$ cat config.mk
export PLATFORM = sky130hd
export DESIGN_NAME = flag_branch_unit
export DESIGN_NICKNAME = d
export VERILOG_FILES = /design/src/rtl/flag_branch_unit.sv
export SDC_FILE = /design/constraint.sdc
export NUM_CORES = 1
export LEC_CHECK = 0
export BUFFER_PORTS_ARGS = -buffer_cell sky130_fd_sc_hd__buf_2
export CAP_MARGIN = 20
export CORE_AREA = 8 8 101 139
export DETAILED_ROUTE_END_ITERATION = 8
export DIE_AREA = 0 0 109 147
export GPL_TIMING_DRIVEN = 0
export HOLD_SLACK_MARGIN = 0.12
export PLACE_DENSITY = 0.57
export SLEW_MARGIN = 10
export SYNTH_ARGS = -nofsm -noshare
export SYNTH_HDL_FRONTEND = slang
export SYNTH_SLANG_ARGS = --single-unit
$ cat constraint.sdc
create_clock -name clk -period 3 [get_ports clk]
set_input_delay 0 -clock clk [delete_from_list [all_inputs] [get_ports clk]]
set_output_delay 0 -clock clk [all_outputs]
set_load 0.02 [all_outputs]
$ cat src/rtl/flag_branch_unit.sv
// Architectural N/Z/V flag register plus a branch resolver that evaluates decode's
// condition codes against it, stalling while a flag-writing instruction sits in EX.
module flag_branch_unit #(
    parameter int WIDTH = 16,
    parameter int OFS_W = 9
) (
    input  logic             clk,
    input  logic             rst,
    input  logic             ex_valid,
    input  logic             ex_hold,
    input  logic [3:0]       ex_alu_code,
    input  logic [WIDTH-1:0] ex_result,
    input  logic             ex_overflow,
    input  logic             ex_zero,
    input  logic             br_req,
    input  logic [2:0]       br_cond,
    input  logic [WIDTH-1:0] br_pc_plus2,
    input  logic [OFS_W-1:0] br_offset,
    output logic             flag_n,
    output logic             flag_z,
    output logic             flag_v,
    output logic             br_ack,
    output logic             br_taken,
    output logic [WIDTH-1:0] br_target,
    output logic             br_stall
);

    typedef enum logic [1:0] {
        ST_IDLE = 2'd0,
        ST_HAZ  = 2'd1,
        ST_ACK  = 2'd2
    } state_t;

    state_t           state_q, state_d;
    logic             flag_n_q, flag_n_d;
    logic             flag_z_q, flag_z_d;
    logic             flag_v_q, flag_v_d;
    logic [2:0]       cond_q, cond_d;
    logic [WIDTH-1:0] pc_q, pc_d;
    logic [OFS_W-1:0] ofs_q, ofs_d;
    logic             br_ack_q, br_ack_d;
    logic             br_taken_q, br_taken_d;
    logic [WIDTH-1:0] br_target_q, br_target_d;
    logic             br_stall_q, br_stall_d;

    logic             wr_nzv_s;
    logic             wr_z_s;
    logic             flag_we_s;
    logic             hazard_s;
    logic             unused_s;

    // Only the sign bit of the ALU result feeds the flags.
    assign unused_s = ^ex_result[WIDTH-2:0];

    function automatic logic cond_true(input logic [2:0] c, input logic n, input logic z,
                                       input logic v);
        logic t;
        case (c)
            3'b000:  t = ~z;
            3'b001:  t = z;
            3'b010:  t = ~z & ~n;
            3'b011:  t = n;
            3'b100:  t = z | (~z & ~n);
            3'b101:  t = n | z;
            3'b110:  t = v;
            3'b111:  t = 1'b1;
            default: t = 1'b0;
        endcase
        return t;
    endfunction

    function automatic logic [WIDTH-1:0] calc_target(input logic [WIDTH-1:0] pc,
                                                     input logic [OFS_W-1:0] ofs);
        logic [WIDTH-1:0] ext;
        ext = {{(WIDTH-OFS_W){ofs[OFS_W-1]}}, ofs};
        return pc + (ext << 1);
    endfunction

    // Decode which flags the EX opcode writes.
    always_comb begin
        wr_nzv_s = 1'b0;
        wr_z_s   = 1'b0;
        case (ex_alu_code)
            4'b0000, 4'b0001:                   wr_nzv_s = 1'b1;
            4'b0010, 4'b0100, 4'b0101, 4'b0110: wr_z_s   = 1'b1;
            default: begin
                wr_nzv_s = 1'b0;
                wr_z_s   = 1'b0;
            end
        endcase
    end

    // A held flag-writer still blocks branch evaluation; it just doesn't write yet.
    assign hazard_s  = ex_valid & (wr_nzv_s | wr_z_s);
    assign flag_we_s = ex_valid & ~ex_hold;

    // Next flag register value.
    always_comb begin
        flag_n_d = flag_n_q;
        flag_z_d = flag_z_q;
        flag_v_d = flag_v_q;
        if (flag_we_s && wr_nzv_s) begin
            flag_n_d = ex_result[WIDTH-1];
            flag_z_d = ex_zero;
            flag_v_d = ex_overflow;
        end else if (flag_we_s && wr_z_s) begin
            flag_z_d = ex_zero;
        end else begin
            flag_z_d = flag_z_q;
        end
    end

    // Branch resolver next-state and registered outputs.
    always_comb begin
        state_d     = state_q;
        cond_d      = cond_q;
        pc_d        = pc_q;
        ofs_d       = ofs_q;
        br_ack_d    = 1'b0;
        br_stall_d  = 1'b0;
        br_taken_d  = br_taken_q;
        br_target_d = br_target_q;
        case (state_q)
            ST_IDLE: begin
                if (br_req) begin
                    cond_d = br_cond;
                    pc_d   = br_pc_plus2;
                    ofs_d  = br_offset;
                    if (hazard_s) begin
                        state_d    = ST_HAZ;
                        br_stall_d = 1'b1;
                    end else begin
                        state_d     = ST_ACK;
                        br_ack_d    = 1'b1;
                        br_taken_d  = cond_true(br_cond, flag_n_q, flag_z_q, flag_v_q);
                        br_target_d = calc_target(br_pc_plus2, br_offset);
                    end
                end else begin
                    state_d = ST_IDLE;
                end
            end
            ST_HAZ: begin
                if (hazard_s) begin
                    state_d    = ST_HAZ;
                    br_stall_d = 1'b1;
                end else begin
                    state_d     = ST_ACK;
                    br_ack_d    = 1'b1;
                    br_taken_d  = cond_true(cond_q, flag_n_q, flag_z_q, flag_v_q);
                    br_target_d = calc_target(pc_q, ofs_q);
                end
            end
            ST_ACK:  state_d = ST_IDLE;
            default: state_d = ST_IDLE;
        endcase
    end

    // State registers with synchronous reset.
    always_ff @(posedge clk) begin
        if (rst) begin
            state_q     <= ST_IDLE;
            flag_n_q    <= 1'b0;
            flag_z_q    <= 1'b0;
            flag_v_q    <= 1'b0;
            cond_q      <= 3'b000;
            pc_q        <= {WIDTH{1'b0}};
            ofs_q       <= {OFS_W{1'b0}};
            br_ack_q    <= 1'b0;
            br_taken_q  <= 1'b0;
            br_target_q <= {WIDTH{1'b0}};
            br_stall_q  <= 1'b0;
        end else begin
            state_q     <= state_d;
            flag_n_q    <= flag_n_d;
            flag_z_q    <= flag_z_d;
            flag_v_q    <= flag_v_d;
            cond_q      <= cond_d;
            pc_q        <= pc_d;
            ofs_q       <= ofs_d;
            br_ack_q    <= br_ack_d;
            br_taken_q  <= br_taken_d;
            br_target_q <= br_target_d;
            br_stall_q  <= br_stall_d;
        end
    end

    assign flag_n    = flag_n_q;
    assign flag_z    = flag_z_q;
    assign flag_v    = flag_v_q;
    assign br_ack    = br_ack_q;
    assign br_taken  = br_taken_q;
    assign br_target = br_target_q;
    assign br_stall  = br_stall_q;

endmodule

==> results of run 1 <==
logic make-up (layout without fill, tap and decap cells):
family / after synthesis / count (layout) / synth area share (%)
xor gates and xnor gates: 18 / 18 / 4.52
AOI/OAI and AO/OA: 138 / 138 / 27.4
buffers and inverters: 30 / 136 / 4.27
muxes: 5 / 5 / 1.65
DFF: 50 / 50 / 28.7
and+or+nand+nor: 165 / 165 / 21.7
adders and majority gates: 32 / 32 / 11.8
metal layers:
layer	GRT usage (%)	vias up
met5	0	-
met4	8.80	0
met1	14.9	1650
met2	25.7	91
met3	1.62	31
li1	-	1790
cells in the mapped netlist, types with 3 or more instances:
| library cell | number | area (µm²) |
|---|---|---|
| nand2b_1 | 9 | 56.3 |
| inv_1 | 12 | 45.0 |
| a211oi_1 | 11 | 82.6 |
| xnor2_1 | 9 | 78.8 |
| nand4_1 | 4 | 25.0 |
| nor3_1 | 7 | 35.0 |
| o21a_1 | 4 | 30.0 |
| a31oi_1 | 7 | 43.8 |
| a21o_1 | 8 | 60.1 |
| o21bai_1 | 9 | 67.6 |
| a21oi_2 | 5 | 43.8 |
| a311oi_1 | 3 | 26.3 |
| a211oi_2 | 3 | 37.5 |
| clkbuf_1 | 11 | 41.3 |
| nor2b_1 | 3 | 18.8 |
| and3_1 | 5 | 31.3 |
| a41oi_1 | 3 | 26.3 |
| buf_6 | 4 | 45.0 |
| a21oi_1 | 46 | 230 |
| o21ai_0 | 16 | 80.1 |
| ha_1 | 28 | 350 |
| nand3_1 | 4 | 20.0 |
| dfxtp_1 | 50 | 1000 |
| nand2_1 | 86 | 323 |
| xor2_1 | 9 | 78.8 |
| nor2_1 | 33 | 124 |
worst min-delay path: stages:
cell,delay (ns)
buf_2,0.10
o21bai_1,0.10
nor3_1,0.17
layout by cell type (no fill, tap or decap), types with 11 or more instances in the layout:
cell,instances
dlygate4sd3_1,37
a211oi_1,11
a21oi_1,46
buf_2,62
nor2_1,33
inv_1,12
ha_1,28
dfxtp_1,50
clkbuf_1,11
nand2_1,86
o21ai_0,16
power by group through the flow:
stage | logic [mW] | clock network [mW] | registers (mW)
4_1_cts | 0.572 | 0.618 | 0.747
3_5_place_dp | 0.533 | 0 | 0.763
5_1_grt | 0.627 | 0.631 | 0.753
2_1_floorplan | 0.333 | 0 | 0.790
6_report | 0.569 | 0.602 | 0.747
3_3_place_gp | 0.523 | 0 | 0.761
flip-flops by register name (all words and copies together) (netlist names):
| signal | cells |
|---|---|
| br_taken | 1 |
| flag_n | 1 |
| flag_v | 1 |
| cond_q | 3 |
| pc_q | 16 |
| br_target | 16 |
| ofs_q | 9 |
| state_q | 2 |
| flag_z | 1 |
area by class of cell:
type	count	area, µm²
Timing Repair Buffer	98	676
Tap cell	150	188
Multi-Input combinational cell	358	2340
Sequential cell	50	1000
Clock inverter	2	17.5
Buffer	18	104
Inverter	12	45.0
Clock buffer	6	139
Fill cell	1268	7560
worst max-delay path by stage:
stage	startpoint	endpoint	slack, ns	cells after the start
after CTS	br_offset[8]	br_target[15]	0.67	10
after detailed placement	ofs_q[0]	br_target[13]	0.77	9
after global routing	br_pc_plus2[1]	br_target[11]	0.55	11
after global placement	pc_q[1]	br_target[13]	0.81	9
after floorplan	pc_q[4]	br_target[8]	1.02	7
final	br_offset[8]	br_target[15]	0.63	10
metrics by stage:
| step | setup WS [ns] | area (µm²) | utilization [%] | total power [mW] | instances |
|---|---|---|---|---|---|
| after detailed placement | 0.767 | 3980 | 33.0 | 1.30 | 649 |
| after global placement | 0.808 | 3980 | 33.0 | 1.28 | 649 |
| final | 0.633 | 4510 | 37.3 | 1.92 | 694 |
| after floorplan | 1.02 | 3490 | - | 1.12 | 438 |
| after CTS | 0.672 | 4510 | 37.3 | 1.94 | 694 |
| after global routing | 0.548 | 4510 | 37.3 | 2.01 | 694 |
==> results_dict.tcl, run 1 <==
set metrics [dict create \
    max_cap_violations 0 \
    area_growth_pct 29.2 \
    die-area_mm2 0.0160 \
    hold_path_class "in -> reg" \
    whs_path_depth 3 \
    reg2reg_depth 7 \
    insertion_delay_ns 0.30 \
    finalCriticalPeriod_ns 2.37 \
    cts_hold_buf 37 \
    core_mm2 0.0121 \
    arrival_ns 2.59 \
    dr_wl_met3_um 396 \
    cts_max_level 2 \
    grt_pass1_vias 3618 \
    crit_path_end_kind "flip-flop" \
    grt_pass1_wl_um 18000 \
    start_kind "input port" \
    whs_endpoint "state_q[0]" \
    grt_overflow 0 \
    place.gp.congestion 0.885 \
    antenna_cells 0 \
    cts_made_buffers 5 \
    grt_start_max_net_pins 17 \
    async_reset_ff_share_pct 0 \
    worst-setup-path-type "in -> reg" \
    route.met2.wl_um 5970 \
    top_layer "met4" \
    internal-power_mw 1.29 \
    die_h_um 147 \
    power-per-cell-area_mw_per_mm2 426 \
    firstDrtPassIters 5 \
    post-cts-setup-buffer-count 0 \
    dp_hpwl_um 8950 \
    wl_met1_um 4430 \
    p_sw_share_pct 32.8 \
    ys_types 64 \
    cp_slowest_stage_delay_ns 0.53 \
    numClockSinks 50 \
    start_util_pct 28.9 \
    critPathBufInv 3 \
    finalSetupTns_ns 0 \
    vias 3562 \
    ios 77 \
    rrSetupSlack_ns 0.76 \
    cts_buffer_depth 2 \
    drtIter0Drc 180 \
    relSlewSlack_pct 58.0 \
    reg2reg_to "br_target[8]" \
    path_clk_slew_ns 0.07 \
    fin_nets 628 \
    wl_um 11300 \
    cts_tree "yes" \
    total_leakage_power_nw 1.95 \
    worst_slew_pin_slew_ns 0.629 \
    syn_area_per_cell_um2 7.96 \
    rsz0062_at_grt "false" \
    drc 0 \
    ys_warn_count 0 \
    hold_viol 0 \
    min-delay-start "br_req" \
    power_switching_mw 0.629 \
    r2r-start "pc_q[4]" \
    clock_skew_ns 0.00756 \
    grt_use_total_pct 14.2 \
    peakVddDrop_mv 0.213 \
    drive_gt1_share_pct 18.0 \
    min_period_over_period_pct 78.9 \
    routedWlPerCell_um 16.3 \
    ant_nets 0 \
    slew_viol_final 0 \
    synth_edf_count 0 \
    die_w_um 109 \
    rows 48 \
    p_seq_share_pct 38.9 \
    ys.flop_type "dfxtp_1" \
    path_max_fanout 8 \
    ys_seq_area_share_pct 28.7 \
    netlist_instances 438 \
    drt-vias-per-instance 5.13 \
    hold_ws_ns 0.134 \
    crit_slowest_cell "dlygate4sd3_1" \
    synthesis.area_mm2 0.00349 \
    comb_power_share_pct 29.7 \
    synth_fp_nets 523 \
    crit_family "compound AO/OA/AOI/OAI gates" \
    ys_seq_elements 50 \
    worstPathCellList "dlygate4sd3_1 > buf_2 > ha_1 > clkbuf_2 > a21o_2 > a211oi_1 > o2bb2ai_1 > a31o_1 > mux2_4 > a211oi_2" \
    antenna_found_initial 0 \
    cts_resized 0 \
    numPortBuffers 61 \
    critical_path_required_ns 3.22 \
    setup_viol 0 \
    cts_root_buffer "clkbuf_16" \
    clkPwrFrac_pct 31.4 \
    max_freq_mhz 423 \
    outcome "finished, final reports clean" \
]
Power figures use the tool's default switching activity.
==> run 2, diff against run 1 <==
- PLACE_DENSITY: 0.57 -> 0.59
- clock period: 3 -> 1.96 ns (I/O delays scaled with it)
==> run 2 against run 1 <==
Net effect: the flow now finishes with violations (setup timing); core utilization up 2.4 points; register-to-register slack worse by 0.78 ns; clock skew up 0.0071 ns; cell count up 0.43%; largest power group unchanged; cell area up 6.4%; highest routed layer unchanged; critical path depth down 1; sequential share of layout area down 1.1 points.
==> results_dict.tcl, run 2 (synthesis gave the netlist of run 1 again) <==
set metrics [dict create \
    cp_slowest_stage_delay_ns 0.36 \
    numPortBuffers 61 \
    post-place-ws_ns -0.233 \
    critical_path_required_ns 2.14 \
    worst_slew_pin_slew_ns 0.615 \
    power-per-cell-area_mw_per_mm2 654 \
    wl_um 11800 \
    clock_skew_ns 0.0147 \
    area_growth_pct 37.5 \
    cts_root_buffer "clkbuf_16" \
    start_kind "flip-flop" \
    drtIter0Drc 139 \
    peakVddDrop_mv 0.392 \
    vias 3556 \
    crit_slowest_cell "dfxtp_2" \
    rows 48 \
    critPathBufInv 1 \
    drt-vias-per-instance 5.10 \
    core_mm2 0.0121 \
    firstDrtPassIters 4 \
    hold_viol 0 \
    crit_family "compound AO/OA/AOI/OAI gates" \
    drive_gt1_share_pct 25.2 \
    relSlewSlack_pct 58.4 \
    grt_pass1_wl_um 18900 \
    outcome "complete, but fails checks" \
    die_w_um 109 \
    crit_path_end_kind "flip-flop" \
    max_freq_mhz 506 \
    drc 0 \
    finalSetupTns_ns -0.0234 \
    numClockSinks 50 \
    cts_tree "yes" \
    die-area_mm2 0.0160 \
    worstPathCellList "ha_4 > inv_2 > fa_2 > nand2b_4 > a21oi_4 > nor2_4 > o31ai_4 > xnor2_2 > a211oi_2" \
    layout_common_cells "85 x nand2_1, 62 x buf_2, 44 x dfxtp_1" \
    multi_input_area_mm2 0.00257 \
    ant_nets 0 \
    rsz0062_at_grt "true" \
    cts_buffer_depth 2 \
    min_period_over_period_pct 101 \
    fin_nets 631 \
    ios 77 \
    total_leakage_power_nw 2.06 \
    hold_path_class "in -> reg" \
    arrival_ns 2.16 \
    place.gp.congestion 0.871 \
    grt_overflow 0 \
    setup_viol 2 \
    setup_ws_ns -0.0175 \
    insertion_delay_ns 0.30 \
    grt_pass1_vias 3813 \
    max_cap_violations 0 \
    worst-setup-path-type "reg -> reg" \
    finalCriticalPeriod_ns 1.98 \
    antenna_cells 0 \
    path_clk_slew_ns 0.08 \
    dp_hpwl_um 9000 \
    layout_commonest_cell "nand2_1" \
    antenna_found_initial 0 \
    cts_max_level 2 \
    grt_start_max_net_pins 18 \
    die_h_um 147 \
    grt_use_total_pct 14.9 \
    nFillCells 1227 \
    path_max_fanout 3 \
    cts_made_buffers 5 \
    power_mw 3.14 \
    routedWlPerCell_um 16.9 \
    regArea_mm2 0.00101 \
    violations "setup timing" \
    slew_viol_final 0 \
    hold_ws_ns 0.184 \
    start_util_pct 28.9 \
]
run 2: cell type report:
class,count,area share (%)
plain buffers,17,2.14
clock buffers,5,2.61
clock inverters,3,0.991
inverters,12,0.939
multi-input cells,358,53.6
flip-flops and latches,50,21.1
well taps,150,3.91
repair buffers,102,14.8
run 2: timing repair:
| action | in CTS | in global routing |
|---|---|---|
| hold endpoints to repair | 34 | 0 |
| hold buffers | 38 | 0 |
| gates resized for setup | 21 | 31 |
| setup endpoints to repair | 12 | 21 |
| pin swaps | 11 | 16 |
| buffers inserted | 2 | 1 |
run 2: final timing paths:
check / startpoint / to / slack (ns) / depth (start not counted)
max reg2reg: pc_q[1] / br_target[13] / -0.02 / 9
max: pc_q[1] / br_target[13] / -0.02 / 9
min: br_offset[0] / br_target[1] / 0.18 / 4
min reg2reg: ofs_q[6] / ofs_q[6] / 0.46 / 2
run 2: through the flow:
step	instance area, µm²	cells	util, %
5_1_grt	4800	697	39.7
3_5_place_dp	4000	649	33.1
6_report	4800	697	39.7
4_1_cts	4630	697	38.4
3_3_place_gp	4000	649	33.1
2_1_floorplan	3510	438	-
run 2: worst min-delay path, delay by kind of cell:
family                     cells  cell delay [ns]
adders and majority gates      1             0.21
AOI/OAI and AO/OA              1             0.09
and+or+nand+nor                1             0.06
buffers and inverters          1             0.09
run 2: power by group:
group | internal [mW] | switching (mW) | total (mW)
clock | 0.613 | 0.442 | 1.05
sequential | 1.09 | 0.0565 | 1.15
combinational | 0.396 | 0.534 | 0.930
total | 2.10 | 1.03 | 3.14
run 2: layer usage:
layer	vias to the layer above	wire [µm]	track usage, %
met5	-	0	0
met4	0	489	7.84
met3	28	332	1.67
met2	67	6530	28.8
met1	1668	4440	14.7
li1	1793	-	-
==> run 3, diff against run 2 <==
- CTS_BUF_LIST: unset -> sky130_fd_sc_hd__clkbuf_4 sky130_fd_sc_hd__clkbuf_8
==> run 3 against run 2 <==
Net effect: clock-buffer cell count is the same; core utilization fell by 0.34 points; worst hold slack worse by 0.033 ns; the flow still finishes with violations (setup timing); wire length about the same; cell area shrank 0.86%; die area did not move; first-iteration DRC count is 24% higher; global-route usage decreased by 0.063 points; combinational power about the same; cell count unchanged; sequential share of layout area up 0.18 points; sequential power hardly changed.
==> results_dict.tcl, run 3 (synthesis gave the netlist of run 1 again) <==
set metrics [dict create \
    wl_um 11800 \
    grt_pass1_vias 3783 \
    crit_path_end_kind "flip-flop" \
    setup_viol 1 \
    clkPwrFrac_pct 28.0 \
    cts_buffer_depth 2 \
    violations "setup timing" \
    internal-power_mw 1.88 \
    drc 0 \
    grt_pass1_wl_um 18800 \
    nFillCells 1231 \
    antenna_found_initial 0 \
    grt_overflow 0 \
    relSlewSlack_pct 58.4 \
    dp.cells 649 \
    cts_tree "yes" \
    hold_path_class "in -> reg" \
    min_period_over_period_pct 101 \
    layout_common_cells "85 x nand2_1, 62 x buf_2, 44 x dfxtp_1" \
    routedWlPerCell_um 16.9 \
    power_mw 2.89 \
    finalCriticalPeriod_ns 1.99 \
    path_clk_slew_ns 0.12 \
    multi_input_area_mm2 0.00258 \
    post-place-ws_ns -0.233 \
    die_w_um 109 \
    die-area_mm2 0.0160 \
    critical_path_required_ns 2.17 \
    cts_made_buffers 5 \
    dp_hpwl_um 9000 \
    insertion_delay_ns 0.33 \
    rows 48 \
    stdcell_count 697 \
    rrSetupSlack_ns -0.03 \
    slew_viol_final 0 \
    rsz0062_at_grt "true" \
    regArea_mm2 0.00101 \
    hold_ws_ns 0.151 \
    ios 77 \
    cts_max_level 2 \
    numClockSinks 50 \
    max_freq_mhz 503 \
    drt-vias-per-instance 5.09 \
    grt_use_total_pct 14.9 \
    outcome "complete, but fails checks" \
    area_growth_pct 36.3 \
    start_util_pct 28.9 \
    place.gp.congestion 0.871 \
    setup_ws_ns -0.0292 \
    power_switching_mw 1.01 \
    antenna_cells 0 \
    layout_commonest_cell "nand2_1" \
    arrival_ns 2.20 \
    firstDrtPassIters 4 \
    fin_nets 631 \
    ant_nets 0 \
    peakVddDrop_mv 0.315 \
    hold_viol 0 \
    power-per-cell-area_mw_per_mm2 608 \
    core_mm2 0.0121 \
    numPortBuffers 61 \
    grt_start_max_net_pins 18 \
    p_sw_share_pct 34.9 \
    cts_root_buffer "clkbuf_8" \
    p_seq_share_pct 39.8 \
    vias 3545 \
    comb_power_share_pct 32.2 \
    drive_gt1_share_pct 25.8 \
    total_leakage_power_nw 2.03 \
    drtIter0Drc 172 \
    max_cap_violations 0 \
    start_kind "flip-flop" \
    worst_slew_pin_slew_ns 0.615 \
    path_max_fanout 3 \
    die_h_um 147 \
    clock_skew_ns 0.0222 \
    worst-setup-path-type "reg -> reg" \
]
-- run 3: cell count changes in the layout (fill, tap and decap cells not counted), moves of 2 or more --
cell       before  now
clkbuf_8        0    5
clkbuf_16       5    0
ha_1           23   21
ha_2            0    2
-- run 3: repair_timing --
| action | CTS | global route |
|---|---|---|
| pin swaps | 11 | 17 |
| hold endpoints to repair | 35 | 0 |
| hold buffers | 38 | 0 |
| gates resized for setup | 21 | 36 |
| setup buffers | 2 | 1 |
| setup endpoints to repair | 12 | 22 |
-- run 3: worst max-delay path: stages, from the launching register on --
cell and delay, ns:
dfxtp_2 0.37, ha_4 0.14, inv_2 0.03, fa_2 0.33, nand2b_4 0.17, a21oi_4 0.21
nor2_4 0.09, o31ai_4 0.27, xnor2_2 0.16, a211oi_2 0.09
-- run 3: final timing paths --
path | startpoint | to | cells after the start
hold reg to reg | ofs_q[6] | ofs_q[6] | 2
hold / removal | br_offset[0] | br_target[1] | 4
setup / recovery | ofs_q[0] | br_target[13] | 9
setup reg to reg | ofs_q[0] | br_target[13] | 9
-- run 3: metal layers --
layer	GRT usage, %	part of all wire [%]
met1	15.0	38
met2	28.5	55
met3	1.62	2.4
met4	7.70	3.9
met5	0	0
-- run 3: final cells by class --
class                      instances  area share, %
buffer                            17           2.18
clock buffer                       5           1.45
clock inverter                     3           1.00
inverter                          12          0.947
multi-input combinational        358           54.3
sequential                        50           21.3
tap                              150           3.95
timing repair buffer             102           14.9
-- run 3: metrics by stage --
step / cell area, µm² / setup TNS (ns) / util (%)
global route: 4750 / -0.308 / 39.4
CTS: 4580 / -0.0783 / 38.0
finish: 4750 / -0.0292 / 39.4
global placement: 4000 / -1.10 / 33.1
floorplan: 3510 / 0 / -
detailed placement: 4000 / -1.23 / 33.1
-- run 3: power by group through the flow --
stage | clock network [mW] | logic [mW] | registers [mW]
2_1_floorplan | 0 | 0.514 | 1.21
3_5_place_dp | 0 | 0.818 | 1.17
5_1_grt | 0.859 | 1.02 | 1.16
6_report | 0.810 | 0.931 | 1.15
4_1_cts | 0.824 | 0.891 | 1.15
3_3_place_gp | 0 | 0.810 | 1.17
